### config.mk
export PLATFORM = sky130hd
export DESIGN_NAME = div_issue_unit
export DESIGN_NICKNAME = d
export VERILOG_FILES = /design/src/rtl/div_pkg.sv /design/src/rtl/div_operand_fifo.sv /design/src/rtl/div_issue_unit.sv
export SDC_FILE = /design/constraint.sdc
export NUM_CORES = 1
export LEC_CHECK = 0
export BUFFER_PORTS_ARGS = -buffer_cell sky130_fd_sc_hd__buf_2
export CAP_MARGIN = 25
export CELL_PAD_IN_SITES_DETAIL_PLACEMENT = 0
export CELL_PAD_IN_SITES_GLOBAL_PLACEMENT = 2
export CORE_MARGIN = 2
export CORE_UTILIZATION = 30
export DETAILED_ROUTE_END_ITERATION = 8
export PLACE_DENSITY = 0.79
export SLEW_MARGIN = 10
export SYNTH_ARGS = -nofsm -noshare
export SYNTH_HDL_FRONTEND = slang
export SYNTH_SLANG_ARGS = --single-unit
### constraint.sdc
create_clock -name clk -period 2.55 [get_ports clk]
set_input_delay 0.255 -clock clk [delete_from_list [all_inputs] [get_ports clk]]
set_output_delay 0.255 -clock clk [all_outputs]
set_load 0.05 [all_outputs]
### src/rtl/div_pkg.sv
// Shared definitions for the restoring-divider front-end.
package div_pkg;

    // Default operand/result width and WAIT-state abort limit.
    localparam int DIV_N       = 6;
    localparam int DIV_TIMEOUT = 31;

    // Issue FSM states.
    typedef enum logic [1:0] {
        S_IDLE  = 2'd0,
        S_ISSUE = 2'd1,
        S_WAIT  = 2'd2,
        S_ZERO  = 2'd3
    } div_state_t;

    // Quotient reported for divide-by-zero and timeout results (all ones).
    localparam logic [DIV_N-1:0] DIV_DZ_QUOT = '1;

    // Width of a counter that must reach tmo without wrapping.
    function automatic int unsigned wait_cnt_width(input int unsigned tmo);
        return (tmo > 0) ? $clog2(tmo + 1) : 1;
    endfunction

endpackage

### src/rtl/div_operand_fifo.sv
// Two-entry operand FIFO: valid/ready push side, strobe pop side.
module div_operand_fifo #(
    parameter int W = 12
) (
    input  logic         clk,
    input  logic         rst_n,
    input  logic         i_push_valid,
    output logic         o_push_ready,
    input  logic [W-1:0] i_push_data,
    input  logic         i_pop,
    output logic         o_head_valid,
    output logic [W-1:0] o_head
);

    logic [W-1:0] r_mem [2];
    logic         r_wr_ptr;
    logic         r_rd_ptr;
    logic [1:0]   r_count;
    logic         r_live;
    logic         r_head_valid;
    logic         w_push;
    logic         w_pop;

    // Ready follows the pre-pop count, so a full FIFO never accepts a push
    // even in a cycle where it also pops. Held low while in reset.
    assign o_push_ready = r_live && (r_count != 2'd2);
    assign w_push       = i_push_valid && o_push_ready;
    assign w_pop        = i_pop && (r_count != 2'd0);
    assign o_head       = r_mem[r_rd_ptr];

    // The head is advertised one cycle after it lands. Every pop also fills
    // the result slot, which blocks the next issue for at least two cycles,
    // so this lagging flag never advertises an entry that was just popped.
    assign o_head_valid = r_head_valid;

    // Storage, wrapping 1-bit pointers and occupancy count.
    always_ff @(posedge clk or negedge rst_n) begin
        if (!rst_n) begin
            r_mem[0]     <= '0;
            r_mem[1]     <= '0;
            r_wr_ptr     <= 1'b0;
            r_rd_ptr     <= 1'b0;
            r_count      <= 2'd0;
            r_live       <= 1'b0;
            r_head_valid <= 1'b0;
        end else begin
            r_live       <= 1'b1;
            r_head_valid <= (r_count != 2'd0);
            if (w_push) begin
                r_mem[r_wr_ptr] <= i_push_data;
                r_wr_ptr        <= ~r_wr_ptr;
            end
            if (w_pop) begin
                r_rd_ptr <= ~r_rd_ptr;
            end
            unique case ({w_push, w_pop})
                2'b10:   r_count <= r_count + 2'd1;
                2'b01:   r_count <= r_count - 2'd1;
                default: r_count <= r_count;
            endcase
        end
    end

endmodule

### src/rtl/div_issue_unit.sv
// Divider front-end: buffers operand pairs, screens divide-by-zero, issues
// start pulses, bounds the wait for done, and holds results for the consumer.
module div_issue_unit
    import div_pkg::*;
#(
    parameter int N       = DIV_N,
    parameter int TIMEOUT = DIV_TIMEOUT
) (
    input  logic         clk,
    input  logic         rst,
    input  logic         in_valid,
    output logic         in_ready,
    input  logic [N-1:0] in_dividend,
    input  logic [N-1:0] in_divisor,
    output logic         div_start,
    output logic [N-1:0] div_dividend,
    output logic [N-1:0] div_divisor,
    input  logic         div_done,
    input  logic [N-1:0] div_quotient,
    input  logic [N-1:0] div_remainder,
    output logic         out_valid,
    input  logic         out_ready,
    output logic [N-1:0] out_quotient,
    output logic [N-1:0] out_remainder,
    output logic         out_dz,
    output logic         out_tmo
);

    localparam int unsigned    CW       = wait_cnt_width(TIMEOUT);
    localparam logic [CW-1:0] TMO_LAST = CW'(TIMEOUT);

    logic [2*N-1:0] w_head;
    logic [N-1:0]   w_head_dividend;
    logic [N-1:0]   w_head_divisor;
    logic           w_head_valid;
    logic           w_timeout;
    logic           w_pop;

    div_state_t     r_state;
    logic [CW-1:0]  r_wait_cnt;
    logic           r_div_start;
    logic           r_out_valid;
    logic [N-1:0]   r_out_quotient;
    logic [N-1:0]   r_out_remainder;
    logic           r_out_dz;
    logic           r_out_tmo;

    div_operand_fifo #(
        .W (2*N)
    ) u_fifo (
        .clk          (clk),
        .rst_n        (rst),
        .i_push_valid (in_valid),
        .o_push_ready (in_ready),
        .i_push_data  ({in_dividend, in_divisor}),
        .i_pop        (w_pop),
        .o_head_valid (w_head_valid),
        .o_head       (w_head)
    );

    assign w_head_dividend = w_head[2*N-1:N];
    assign w_head_divisor  = w_head[N-1:0];
    assign w_timeout       = (r_wait_cnt == TMO_LAST);

    // The head entry leaves the FIFO when its WAIT or ZERO handling finishes.
    assign w_pop = (r_state == S_ZERO) ||
                   ((r_state == S_WAIT) && (div_done || w_timeout));

    assign div_start     = r_div_start;
    assign div_dividend  = w_head_dividend;
    assign div_divisor   = w_head_divisor;
    assign out_valid     = r_out_valid;
    assign out_quotient  = r_out_quotient;
    assign out_remainder = r_out_remainder;
    assign out_dz        = r_out_dz;
    assign out_tmo       = r_out_tmo;

    // Issue FSM with wait counter and result slot; all outputs registered.
    always_ff @(posedge clk or negedge rst) begin
        if (!rst) begin
            r_state         <= S_IDLE;
            r_wait_cnt      <= '0;
            r_div_start     <= 1'b0;
            r_out_valid     <= 1'b0;
            r_out_quotient  <= '0;
            r_out_remainder <= '0;
            r_out_dz        <= 1'b0;
            r_out_tmo       <= 1'b0;
        end else begin
            r_div_start <= 1'b0;
            if (r_out_valid && out_ready) begin
                r_out_valid <= 1'b0;
            end
            unique case (r_state)
                S_IDLE: begin
                    if (w_head_valid && !r_out_valid) begin
                        if (w_head_divisor == '0) begin
                            r_state <= S_ZERO;
                        end else begin
                            r_state     <= S_ISSUE;
                            r_div_start <= 1'b1;
                        end
                    end
                end
                S_ISSUE: begin
                    r_wait_cnt <= '0;
                    r_state    <= S_WAIT;
                end
                S_WAIT: begin
                    // done takes priority over a coincident timeout
                    if (div_done) begin
                        r_out_quotient  <= div_quotient;
                        r_out_remainder <= div_remainder;
                        r_out_dz        <= 1'b0;
                        r_out_tmo       <= 1'b0;
                        r_out_valid     <= 1'b1;
                        r_state         <= S_IDLE;
                    end else if (w_timeout) begin
                        r_out_quotient  <= '1;
                        r_out_remainder <= w_head_dividend;
                        r_out_dz        <= 1'b0;
                        r_out_tmo       <= 1'b1;
                        r_out_valid     <= 1'b1;
                        r_state         <= S_IDLE;
                    end else if (r_wait_cnt != '1) begin
                        r_wait_cnt <= r_wait_cnt + CW'(1);
                    end
                end
                S_ZERO: begin
                    r_out_quotient  <= '1;
                    r_out_remainder <= w_head_dividend;
                    r_out_dz        <= 1'b1;
                    r_out_tmo       <= 1'b0;
                    r_out_valid     <= 1'b1;
                    r_state         <= S_IDLE;
                end
                default: r_state <= S_IDLE;
            endcase
        end
    end

endmodule

==> results.cfg, run 1 <==
[synthesis]
cell_types_with_the_largest_area_share_after_synthesis = dfrtp_1, mux2_2, mux2_4, o21ai_0, nand2_1
synth-seq-area-share_pct = 54.1
yosys_warnings = 0
synthesis_stage_register_bit_count = 53
netlist.area_leader.share_pct = 54.1
yosysMostFrequentCell = dfrtp_1
synth_top_flop_cell = dfrtp_1
synth.mux.area_fraction_pct = 20.5
synth-simple-area-share_pct = 11.3
main_combinational_cell_family_by_area_after_synthesis = multiplexers
synthDominantAreaCellType = dfrtp_1
synth-async-reset-ratio_pct = 100
synth_commonest_cells = dfrtp_1, mux2_2, nand2_1, o21ai_0, nor2_1
syn-cell-area_mm2 = 0.00245
yosysUniqueCellTypes = 40
synth_cells = 197
synth_compound_area_share_pct = 7.55
syn_nets = 229
synth_area_per_cell_um2 = 12.4
synth_xor_area_share_pct = 1.79
synth_enable_flop_cells = 0
post_synthesis_adder_cell_area_fraction_pct = 1.53

[global_route]
grt-ovfl-total = 0
antenna_violations_before_repair = 0
grt.total_usage_pct = 12.2
vias_in_the_first_global_route = 1650
pin_count_of_the_biggest_net_entering_global_routing = 30
grt_pass1_wl_um = 8360

[finish]
antenna_cells_inserted = 0
fillerInstances = 790
area_delta_synth_final_pct = 20.7
drive_above_1_share_pct = 43.8
finish.net_count = 287

[clock_tree]
cts_post_setup_buffers_inserted = 0
cts_hold_repair.buffers = 0
clk-insertion-delay-late_ns = 0.31
cts_buffer_depth = 2
cts_sinks = 53
maximum_level_of_the_cts_h_tree = 2
cts_made_buffers = 5
cts_resized = 0
cts_root_buffer = clkbuf_8
clk_transition_reported_paths_ns = 0.09
clock_tree_from_tritoncts = yes

[floorplanning]
core_area_mm2 = 0.00781
die_w_um = 94.4
floorplan.rows = 32
floorplan.die_area_mm2 = 0.00891
start_util_pct = 31.4
die_height_um = 94.4
io-pin-count = 58

[power_and_ir_drop]
power.static_leakage_nw = 1.44
p_int_mw = 2.36
switching_power_mw = 2.10
switching_power_as_a_share_of_total_power_pct = 47.1
power.share.sequential_pct = 34.6
power.combinational.fraction_pct = 51.9
cellPowerDensity_mw_per_mm2 = 1510
ir_worst_vdd_mv = 0.918
clockPowerShare_pct = 13.5

[detailed_routing]
postRouteAntennaNets = 0
drt_first_pass_iters = 4
vias_per_cell = 4.65
drc_errors = 0
detail_route.iter0.violations = 79
route.detailed.wl_per_inst_um = 14.5
route.vias.total = 1665
finalWirelength_um = 5190

[placed_design]
detailedPlacementHpwl_um = 3710
placement.io_buffers = 57
preCtsSetupSlack_ns = 0.156
gp_routability_congestion = 0.773

[sta]
final-hold-violation-count = 28
minimum_period_implied_by_the_final_worst_setup_slack_ns = 2.38
timing.max_slew.rel_slack_pct = 53.8
final-max-slew-violation-count = 0
clock_skew_ns = 0.00440
worst_pin_slew_ns = 0.692
ratio_of_final_minimum_period_to_clock_period_pct = 93.2
fin_tns_setup_ns = 0
rsz0062_at_grt = false
timing.fmax_mhz = 421
setup-violations-final = 0
final_critical_path_setup_slack_ns = 0.173
whs_ns = -0.0207

[critical_path]
critical_path.startpoint = r_wait_cnt[0]
r2r_setup_slack_ns = 0.17
timing.rr.start = r_wait_cnt[0]
reg2reg_to = u_fifo.r_count[1]
critical_path_required_ns = 2.79
setup.worst_path.class = flop to flop
r2r.worst_path.cells = 8
worstPathArrival_ns = 2.61
cp-endpoint = u_fifo.r_count[1]
critPathMaxFanout = 6
worstSetupEndpointType = flop
setup.worst_path.start_class = flop

[worst_hold_path]
min-delay-path-class = input port to async pin

[outcome]
failed_checks = negative hold slack
outcome = finished, violations left

[job]
max-cap-violations = 0
==> power groups by stage <==
stage | combinational (mW) | clock, mW | sequential [mW]
6_report | 2.31 | 0.600 | 1.54
2_1_floorplan | 1.54 | 0 | 1.84
4_1_cts | 2.34 | 0.625 | 1.54
3_3_place_gp | 2.31 | 0 | 1.55
5_1_grt | 2.48 | 0.660 | 1.60
3_5_place_dp | 2.33 | 0 | 1.56
==> worst min-delay path by stage <==
stage                     startpoint          endpoint  slack, ns
after floorplan                  rst         div_start      -0.04
after global placement           rst  u_fifo.r_mem[20]       0.33
after detailed placement         rst   u_fifo.r_mem[8]       0.35
after CTS                        rst  u_fifo.r_mem[20]      0.001
after global routing             rst   u_fifo.r_mem[8]       0.02
final                            rst   u_fifo.r_mem[8]      -0.02
==> cells by family after synthesis <==
family / count (synthesis)
compound gates: 28
xor+xnor: 5
fa+ha+maj: 3
buf+inv: 13
flops: 53
mux: 42
other cells: 1
simple gates: 52
==> cells in the final DEF (no fill, tap or decap), drive strengths merged, types with 2 or more instances in the layout <==
cell type	count
a21oi	2
a22o	6
and2	3
and3	2
buf	61
clkbuf	7
dfrtp	53
ha	3
inv	3
mux2	36
mux2i	6
nand2	18
nand3	6
nor2	12
nor3b	2
nor4	2
o21ai	16
xnor2	3
xor2	2
==> area by class of cell <==
cell class	count	area, um^2	area share [%]
Timing Repair Buffer	61	328	11.1
Tap cell	102	128	4.31
Clock inverter	1	30.0	1.01
Clock buffer	7	86.3	2.92
Inverter	3	11.3	0.381
Multi-Input combinational cell	131	1050	35.5
Sequential cell	53	1330	44.8
==> registers in the layout, indices dropped and copies added, names as in the netlist, 2 cells and up <==
signal and cells:
out_quotient 6, r_wait_cnt 5, u_fifo.r_count 2, out_remainder 6, u_fifo.r_mem 24, r_state 2
==> metal layers <==
metal | GRT usage [%] | vias up | part of all wire (%)
li1 | - | 808 | -
met1 | 16.8 | 806 | 47
met2 | 18.5 | 45 | 46
met3 | 4.31 | 6 | 5.7
met4 | 3.14 | 0 | 1.0
met5 | 0 | - | 0
==> stage by stage <==
step / instances / total power, mW / util, % / hold slack (ns) / area (um^2)
after floorplan: 197 / 3.38 / - / -0.0406 / 2450
after global placement: 349 / 3.86 / 36.3 / 0.332 / 2840
after detailed placement: 349 / 3.89 / 36.3 / 0.346 / 2840
after CTS: 357 / 4.50 / 37.8 / 0.000970 / 2950
after global routing: 358 / 4.74 / 37.9 / 0.0216 / 2960
final: 358 / 4.46 / 37.9 / -0.0207 / 2960
==> worst max-delay path, cell delays in order (launching register included) <==
cell and delay [ns]:
dfrtp_1 0.42, ha_1 0.24, and3_1 0.19, ha_1 0.24, or3_1 0.37, and3_1 0.23, ha_1 0.32, nor2_1 0.13
xor2_1 0.16
(Power assumes the default switching activity.)
==> run 2: changes to the inputs <==
==> constraint.sdc (replaced) <==
create_clock -name clk -period 2.4 [get_ports clk]
set_input_delay 0.24 -clock clk [delete_from_list [all_inputs] [get_ports clk]]
set_output_delay 0.24 -clock clk [all_outputs]
set_load 0.05 [all_outputs]
==> results.cfg, run 2 (synthesized netlist as in run 1, its figures left out) <==
[clock_tree]
cts_made_buffers = 5
cts_sinks = 53
cts_hold_repair.buffers = 0
cts_root_buffer = clkbuf_8
maximum_level_of_the_cts_h_tree = 2
cts_buffer_depth = 2
clk_transition_reported_paths_ns = 0.10
clock_tree_from_tritoncts = yes
clk-insertion-delay-late_ns = 0.31

[detailed_routing]
vias_per_cell = 4.58
route.vias.total = 1653
drc_errors = 0
drt_first_pass_iters = 4
route.detailed.wl_per_inst_um = 14.0
postRouteAntennaNets = 0
detail_route.iter0.violations = 47
finalWirelength_um = 5050

[sta]
setup-violations-final = 0
final-hold-violation-count = 0
minimum_period_implied_by_the_final_worst_setup_slack_ns = 2.26
ratio_of_final_minimum_period_to_clock_period_pct = 94.2
clock_skew_ns = 0.0117
timing.fmax_mhz = 442
final-max-slew-violation-count = 0
fin_tns_setup_ns = 0
rsz0062_at_grt = false
timing.max_slew.rel_slack_pct = 55.4
worst_pin_slew_ns = 0.669

[finish]
final_cell_mix = buf_2, dfrtp_1, mux2_2
most_frequent_standard_cell_in_the_layout_excluding_fill_and_tap_cells = buf_2
largest-register = u_fifo.r_mem
drive_above_1_share_pct = 45.9
seqCellArea_mm2 = 0.00133
finalInstanceArea_mm2 = 0.00300
antenna_cells_inserted = 0
area_delta_synth_final_pct = 22.2
fillerInstances = 801
finish.net_count = 290
multi_input_area_mm2 = 0.00107
number_of_flip_flops_under_the_largest_register_name = 24

[power_and_ir_drop]
cellPowerDensity_mw_per_mm2 = 1590
power.static_leakage_nw = 1.45
ir_worst_vdd_mv = 0.822

[floorplanning]
start_util_pct = 31.4
floorplan.rows = 32
die_height_um = 94.4
die_w_um = 94.4
core_area_mm2 = 0.00781
floorplan.die_area_mm2 = 0.00891
io-pin-count = 58

[placed_design]
detailedPlacementHpwl_um = 3590
placement.io_buffers = 57
placement.cell_area_mm2 = 0.00285
gp_routability_congestion = 0.798

[critical_path]
critical_path_required_ns = 2.63
worstPathArrival_ns = 2.49
critPathMaxFanout = 5
setup.worst_path.class = flop to flop
setup.worst_path.start_class = flop
worstSetupEndpointType = flop

[global_route]
grt.total_usage_pct = 11.9
pin_count_of_the_biggest_net_entering_global_routing = 54
grt_pass1_wl_um = 8290
vias_in_the_first_global_route = 1648
grt-ovfl-total = 0
antenna_violations_before_repair = 0

[job]
max-cap-violations = 0

[outcome]
outcome = complete, no violations

[worst_hold_path]
min-delay-path-class = input port to async pin
==> run 2: final cells by class <==
class                   count  area share [%]
flip-flops and latches     53            44.3
multi-input cells         131            35.8
repair buffers             64            11.3
well taps                 102            4.26
clock buffers               6            2.76
clock inverters             2            1.25
inverters                   3           0.376
==> run 2: worst paths after layout <==
check / startpoint / end / slack (ns) / cells after the start
hold reg to reg: out_remainder[3] / out_remainder[3] / 0.48 / 2
max in group asynchronous: rst / r_wait_cnt[2] / 1.91 / 2
min in group clk: out_ready / out_valid / 0.11 / 2
setup / recovery: r_wait_cnt[0] / u_fifo.r_count[1] / 0.14 / 9
setup reg to reg: r_wait_cnt[0] / u_fifo.r_count[1] / 0.14 / 9
hold / removal: rst / u_fifo.r_mem[21] / 0.05 / 2
==> run 2: metal layers <==
metal | part of all wire [%] | track usage, % | up-vias
met5 | 0 | 0 | -
met4 | 0.79 | 3.14 | 0
met3 | 6.2 | 3.51 | 4
met2 | 46 | 18.1 | 50
met1 | 47 | 16.6 | 792
li1 | - | - | 807
==> run 2: critical path, cell delays in order, from the launching register on <==
cell and delay, ns:
dfrtp_1 0.43, ha_1 0.24, and3_1 0.19, ha_1 0.18, or3_1 0.36, and3_1 0.26
ha_4 0.18, xnor2_2 0.12, nor2_2 0.10, xor2_1 0.14
==> run 2: power breakdown <==
group	switching (mW)	total [mW]	internal [mW]	leakage [nW]
Clock	0.299	0.639	0.340	0.0574
Sequential	0.327	1.64	1.31	0.644
Combinational	1.62	2.50	0.882	0.753
Total	2.25	4.78	2.53	1.45
==> run 2: repair_timing <==
action / in CTS / in global routing
gates resized for setup: 0 / 3
buffers inserted: 0 / 1
endpoints found under the setup margin: 0 / 1
==> run 2: through the flow <==
step           util, %  total power [mW]  std cells  setup slack, ns  hold slack [ns]
2_1_floorplan        -              3.59        197            0.178          -0.0556
3_3_place_gp      36.4              4.12        352            0.146            0.410
3_5_place_dp      36.4              4.14        352           0.0888            0.409
4_1_cts           38.0              4.79        360           0.0634           0.0681
5_1_grt           38.4              5.08        361           0.0179            0.103
6_report          38.4              4.78        361            0.139           0.0517
